<file path="src/rtl/td4_datapath.sv">
// TD4 execute stage: architectural registers A, B, OUT, PC and carry flag,
// with the source mux and adder that feed every destination register.
module td4_datapath #(
    parameter int unsigned      WIDTH    = 4,
    parameter logic [WIDTH-1:0] PC_RESET = '0
) (
    input  logic               clk,
    input  logic               rst_n,
    input  logic               en,
    input  logic [2*WIDTH-1:0] rom_data,
    input  logic [WIDTH-1:0]   in_port,
    input  logic               select_a,
    input  logic               select_b,
    input  logic [3:0]         load,
    output logic [WIDTH-1:0]   op,
    output logic               c_flg,
    output logic [WIDTH-1:0]   pc,
    output logic [WIDTH-1:0]   out_port,
    output logic [WIDTH-1:0]   reg_a,
    output logic [WIDTH-1:0]   reg_b
);

    logic [WIDTH-1:0] imm;
    logic [WIDTH-1:0] src;
    logic [WIDTH:0]   sum;
    logic [WIDTH-1:0] result;
    logic             carry;

    assign op     = rom_data[2*WIDTH-1:WIDTH];
    assign imm    = rom_data[WIDTH-1:0];
    assign sum    = {1'b0, src} + {1'b0, imm};
    assign result = sum[WIDTH-1:0];
    assign carry  = sum[WIDTH];

    always_comb begin
        src = '0;
        unique case ({select_b, select_a})
            2'b00:   src = reg_a;
            2'b01:   src = reg_b;
            2'b10:   src = in_port;
            default: src = '0;
        endcase
    end

    // Every instruction passes through the adder, so carry is refreshed on
    // each enabled edge regardless of which registers are written.
    always_ff @(posedge clk or negedge rst_n) begin
        if (!rst_n) begin
            reg_a    <= '0;
            reg_b    <= '0;
            out_port <= '0;
            pc       <= PC_RESET;
            c_flg    <= 1'b0;
        end else if (en) begin
            if (load[0]) reg_a    <= result;
            if (load[1]) reg_b    <= result;
            if (load[2]) out_port <= result;
            pc    <= load[3] ? result : pc + WIDTH'(1);
            c_flg <= carry;
        end
    end

endmodule

</file>
<file path="config.mk">
export PLATFORM = sky130hd
export DESIGN_NAME = td4_datapath
export DESIGN_NICKNAME = d
export VERILOG_FILES = /design/src/rtl/td4_datapath.sv
export SDC_FILE = /design/constraint.sdc
export NUM_CORES = 1
export LEC_CHECK = 0
export ABC_CLOCK_PERIOD_IN_PS = 3200
export CAP_MARGIN = 10
export CORE_UTILIZATION = 55
export CTS_BUF_LIST = sky130_fd_sc_hd__clkbuf_16
export CTS_CLUSTER_DIAMETER = 120
export DETAILED_ROUTE_END_ITERATION = 16
export DONT_BUFFER_PORTS = 1
export PLACE_DENSITY = 0.7
export SYNTH_ARGS = -nofsm -noshare
export SYNTH_HDL_FRONTEND = slang
export SYNTH_SLANG_ARGS = --single-unit
</file>
<file path="constraint.sdc">
create_clock -name clk -period 3.2 [get_ports clk]
set_clock_uncertainty 0.15 [all_clocks]
set_input_delay 0.64 -clock clk [delete_from_list [all_inputs] [get_ports clk]]
set_output_delay 0.64 -clock clk [all_outputs]
set_load 0.01 [all_outputs]
</file>
* After elaboration in Yosys (flattened, before gate mapping)
Cells that the tools add are included.
Operators by class: add/sub/neg operators 2, equal/unequal tests 2, multiplexer cells 2, reduce and logical (&&, ||, !) cells 4
Operators with widths (count):
- 4-bit case mux with 3 select lines | 1
- 2-bit AND reduction | 3
- 4-bit by 4-bit adder with 5-bit output | 1
- 4-bit by 1-bit adder with 4-bit output, second input constant | 1
- 4-bit two-way mux | 1
- 2-bit by 1-bit == test with 1-bit output, second input constant | 1
- 2-bit == test, second input constant | 1
- 2-bit logical NOT | 1
Storage, ports and cells: register bits 17, input port bits 21, output and inout bits 21, logic and storage cells 15

* Longest topological paths before layout
word-level depth 4, mapped depth 11, mapped depth without buffers 10

* Worst setup path before layout
Ideal clock, no wire load.
path type input to register, from in select_b, to reg pc[2], setup time 126 ps, arrival time 2165 ps, data required time 2924 ps, path slack 759 ps, stages 11, buffers on the path 1, path through buf_2 > nor2b_1 > nand2_1 > o21ai_0 > ha_1 > inv_1 > fa_1 > xor2_1 > nand2_1 > o21ai_0 > a21oi_1
Between the ends: longest elaborated chain between the ends 4, elaborated cells on any way between the ends 6, classes of those cells add/sub (1); eq/ne (2); mux (2); reduce/logical (1)
Ends and longest elaborated chain:
- from (decl) | line 13 | input logic select_b,
- 2-bit == test, or another cell as far along | line 37 | unique case ({select_b, select_a})
- 4-bit case mux with 3 select lines * | line 37
- 4-bit by 4-bit adder with 5-bit output * | line 31 | assign sum = {1'b0, src} + {1'b0, imm};
- 4-bit two-way mux * | line 58 | pc <= load[3] ? result : pc + WIDTH'(1);
- to (signal assigned) | line 58
- to (decl) | line 17 | output logic [WIDTH-1:0] pc,
Every way passes the cells marked *; elsewhere a longest branch is shown, timed or not. A chain may end at the register's enable or synchronous reset.

* Worst setup path in the final report
from in select_a, to reg pc[2]
Between the ends: longest elaborated chain between the ends 4, elaborated cells on any way between the ends 6, classes of those cells add/sub (1); eq/ne (2); mux (2); reduce/logical (1)
Ends and longest elaborated chain:
- from (decl) | line 12 | input logic select_a,
- 2-bit == test, or another cell as far along | line 37
- 4-bit case mux with 3 select lines * | line 37
- 4-bit by 4-bit adder with 5-bit output * | line 31
- 4-bit two-way mux * | line 58
Marked as above.

==> run summary <==
Main combinational cell family by area after synthesis - compound AO/OA/AOI/OAI gates
Leak - 0.482 nW
Combinational Power Share - 22.5%
Pwr per Cell Area - 805 nW/µm²
Switching share of power - 33.8%
H-tree depth - 1
Required time of the critical path - 3180 ps
Largest net degree at the start of global routing - 18
Peak supply drop - 446 µV
Average wire per standard cell - 17.0 µm
Remaining DRCs - 0
GRT overflow - 0
Seq pwr share - 46.7%
Endpoints failing hold - 0
Maxcap violations - 0
Vias in the first global route - 635
Least-Margin Pin Slew - 766 ps
Final worst-path cycle share - 73.3%
Core area - 1540 µm²
Routed vias - 673
Synth Area in Compound Gates - 15.4%
Internal power - 0.534 mW
Slowest-stage cell, CP - fa_1
Critical Path, Cell by Cell - nor2b_1, nand2_1, o21ai_0, ha_1, inv_1, fa_1, xor2_1, nand2_1, o21ai_0, a21oi_1
Placed Cells - 107
Post-synthesis mux area share - 10.1%
Synth Area in Adders - 8.81%
Initial Util - 60.8%
Detailed placer's ending HPWL - 1420 µm
Vias per std cell - 6.01
Routed Antenna Nets - 0
Nature of the critical path startpoint - primary input
Synth Area in Simple Gates - 10.8%
First-pass GRT wire length - 3070 µm
Final Non-Filler Cells - 112
Yosys cell types - 22
Delay-heaviest family, CP - adder cells
Clk_lat worst skew - 240 ps
Hold Path Class - primary input to flip-flop
Total negative slack - 0 ps
Clock Power Share - 30.7%
Core Rows - 14
Layout cells sized above 1 - 10.4%
Buffers on Ports - 0
Synthesized flop and latch total - 17
CP endpoint kind - flip-flop
Final setup vio count - 0
Drt first pass iters - 4
Seq/Total Area, Yosys - 45.4%
Reg2Reg Depth - 9
Final wirelength - 1900 µm
Synthesized area - 937 µm²
Bufs and invs on worst path - 1
Crit path kind - primary input to flip-flop
Clock slew at reported path FFs - 50 ps
Final #Nets - 124
Starting DRT DRC Count - 22
Post-synthesis xor/xnor area fraction - 2.67%
Die H - 43.3 µm
Net Sw Power - 0.273 mW
Status - finished, final reports clean
Clock tree sinks - 17
Post-Syn Area per Cell - 9.56 µm²
Slowest stage delay, CP - 430 ps
RSZ-0062 raised after global routing - no
Die ar. - 1870 µm²
CP Max Fanout - 5
Antenna diode count - 0
CTS buffer count - 3
Placer Congestion - 0.830
Total GRT Usage - 23.3%
Worst EP arrival - 2330 ps
Post-synthesis cell count - 98
Post-CTS Setup Bufs - 0
P&R area growth vs syn - 6.94%
Fin crit period - 2350 ps
Final Max Slew Viols - 0
IO Count - 42
Clock Tree Root - clkbuf_16
CTS tree - done
Antenna violations before repair - 0
Worst slew margin - 48.8%
Crit path depth - 10
Synthesized net count - 125
Synth warnings - 0
Chip Width - 43.3 µm
Max frequency - 0.426 GHz
Worst Hold Path Cells - 1
CTS max path bufs - 2
repair_timing:
| item | 4_1_cts | 5_1_grt |
|---|---|---|
| endpoints found under the hold margin | 17 | 0 |
| hold buffers | 1 | 0 |
| gates resized for setup | 0 | 0 |
Yosys cell counts:
master	number	area share [%]
buf_2	3	1.6
a21o_1	2	1.6
a21oi_2	1	0.93
nand2_1	18	7.2
a21oi_1	7	3.7
ha_1	5	6.7
xor2_2	1	1.7
nor2b_1	1	0.67
o21ai_0	12	6.4
mux2_2	4	4.8
o21ai_1	1	0.53
fa_1	1	2.1
a31oi_1	1	0.67
xor2_1	1	0.93
inv_1	5	2.0
o21a_1	1	0.80
dfrtp_1	17	45
nor2_1	6	2.4
nand3_1	1	0.53
buf_4	4	3.2
o22ai_1	1	0.67
mux2i_1	5	5.3
layout make-up:
cell class | instances | area, µm²
repair buffers | 1 | 10.0
inverters | 5 | 18.8
fillers | 122 | 539
multi-input cells | 69 | 448
clock inverters | 1 | 5.00
flip-flops and latches | 17 | 425
well taps | 16 | 20.0
clock buffers | 3 | 75.1
final timing paths:
path / slack, ps / to / from
hold / removal: 320 / pc[0] / en
min in group asynchronous: 760 / pc[0] / rst_n
hold reg to reg: 390 / out_port[1] / out_port[1]
setup reg to reg: 990 / pc[2] / reg_a[0]
setup / recovery: 850 / pc[2] / select_a
max in group asynchronous: 1660 / pc[1] / rst_n
logic make-up after synthesis:
family | count (synthesis)
simple gates | 26
mux | 9
flops | 17
xor+xnor | 2
compound gates | 26
fa+ha+maj | 6
buf+inv | 12
metrics by stage:
stage / utilization, % / power (mW) / setup WS (ps) / hold WS (ps) / area (µm²)
after detailed placement: 59.2 / 0.560 / 608 / 195 / 912
final: 65.0 / 0.807 / 854 / 324 / 1000
after global routing: 65.0 / 0.858 / 641 / 321 / 1000
after global placement: 59.2 / 0.550 / 616 / 195 / 912
after CTS: 65.0 / 0.817 / 859 / 321 / 1000
after floorplan: - / 0.516 / 759 / 194 / 937
power groups by stage:
stage | clock network [mW] | registers [mW] | logic [mW]
after floorplan | 0 | 0.363 | 0.152
after global placement | 0 | 0.379 | 0.171
after detailed placement | 0 | 0.383 | 0.177
after CTS | 0.255 | 0.379 | 0.183
after global routing | 0.260 | 0.387 | 0.211
final | 0.248 | 0.377 | 0.182
per-layer routing:
metal	part of all wire (%)	track usage [%]
met3	8.2	7.23
met5	0	0
met2	50	34.6
met1	41	30.9
met4	0.63	10.9
sequential cells by signal (all words and copies together), names as in the netlist:
signal / cells
c_flg: 1
pc: 4
reg_a: 4
reg_b: 4
out_port: 4
placed cells by master, fill, tap and decap left out:
cell type	synthesis	layout
dfrtp_1	17	17
clkinv_2	0	1
fa_1	1	1
xor2_1	1	1
o21ai_0	12	12
nor2_1	6	6
o21ai_1	1	1
nand3_1	1	1
inv_1	5	5
dlygate4sd3_1	0	1
o21a_1	1	1
nand2_1	18	18
a31oi_1	1	1
mux2_2	4	4
clkbuf_16	0	3
a21oi_1	7	7
nor2b_1	1	1
o22ai_1	1	1
a21o_1	2	2
xor2_2	1	1
ha_1	5	5
mux2i_1	5	5
a21oi_2	1	1
Note: power is estimated with default switching activity, not from simulation.
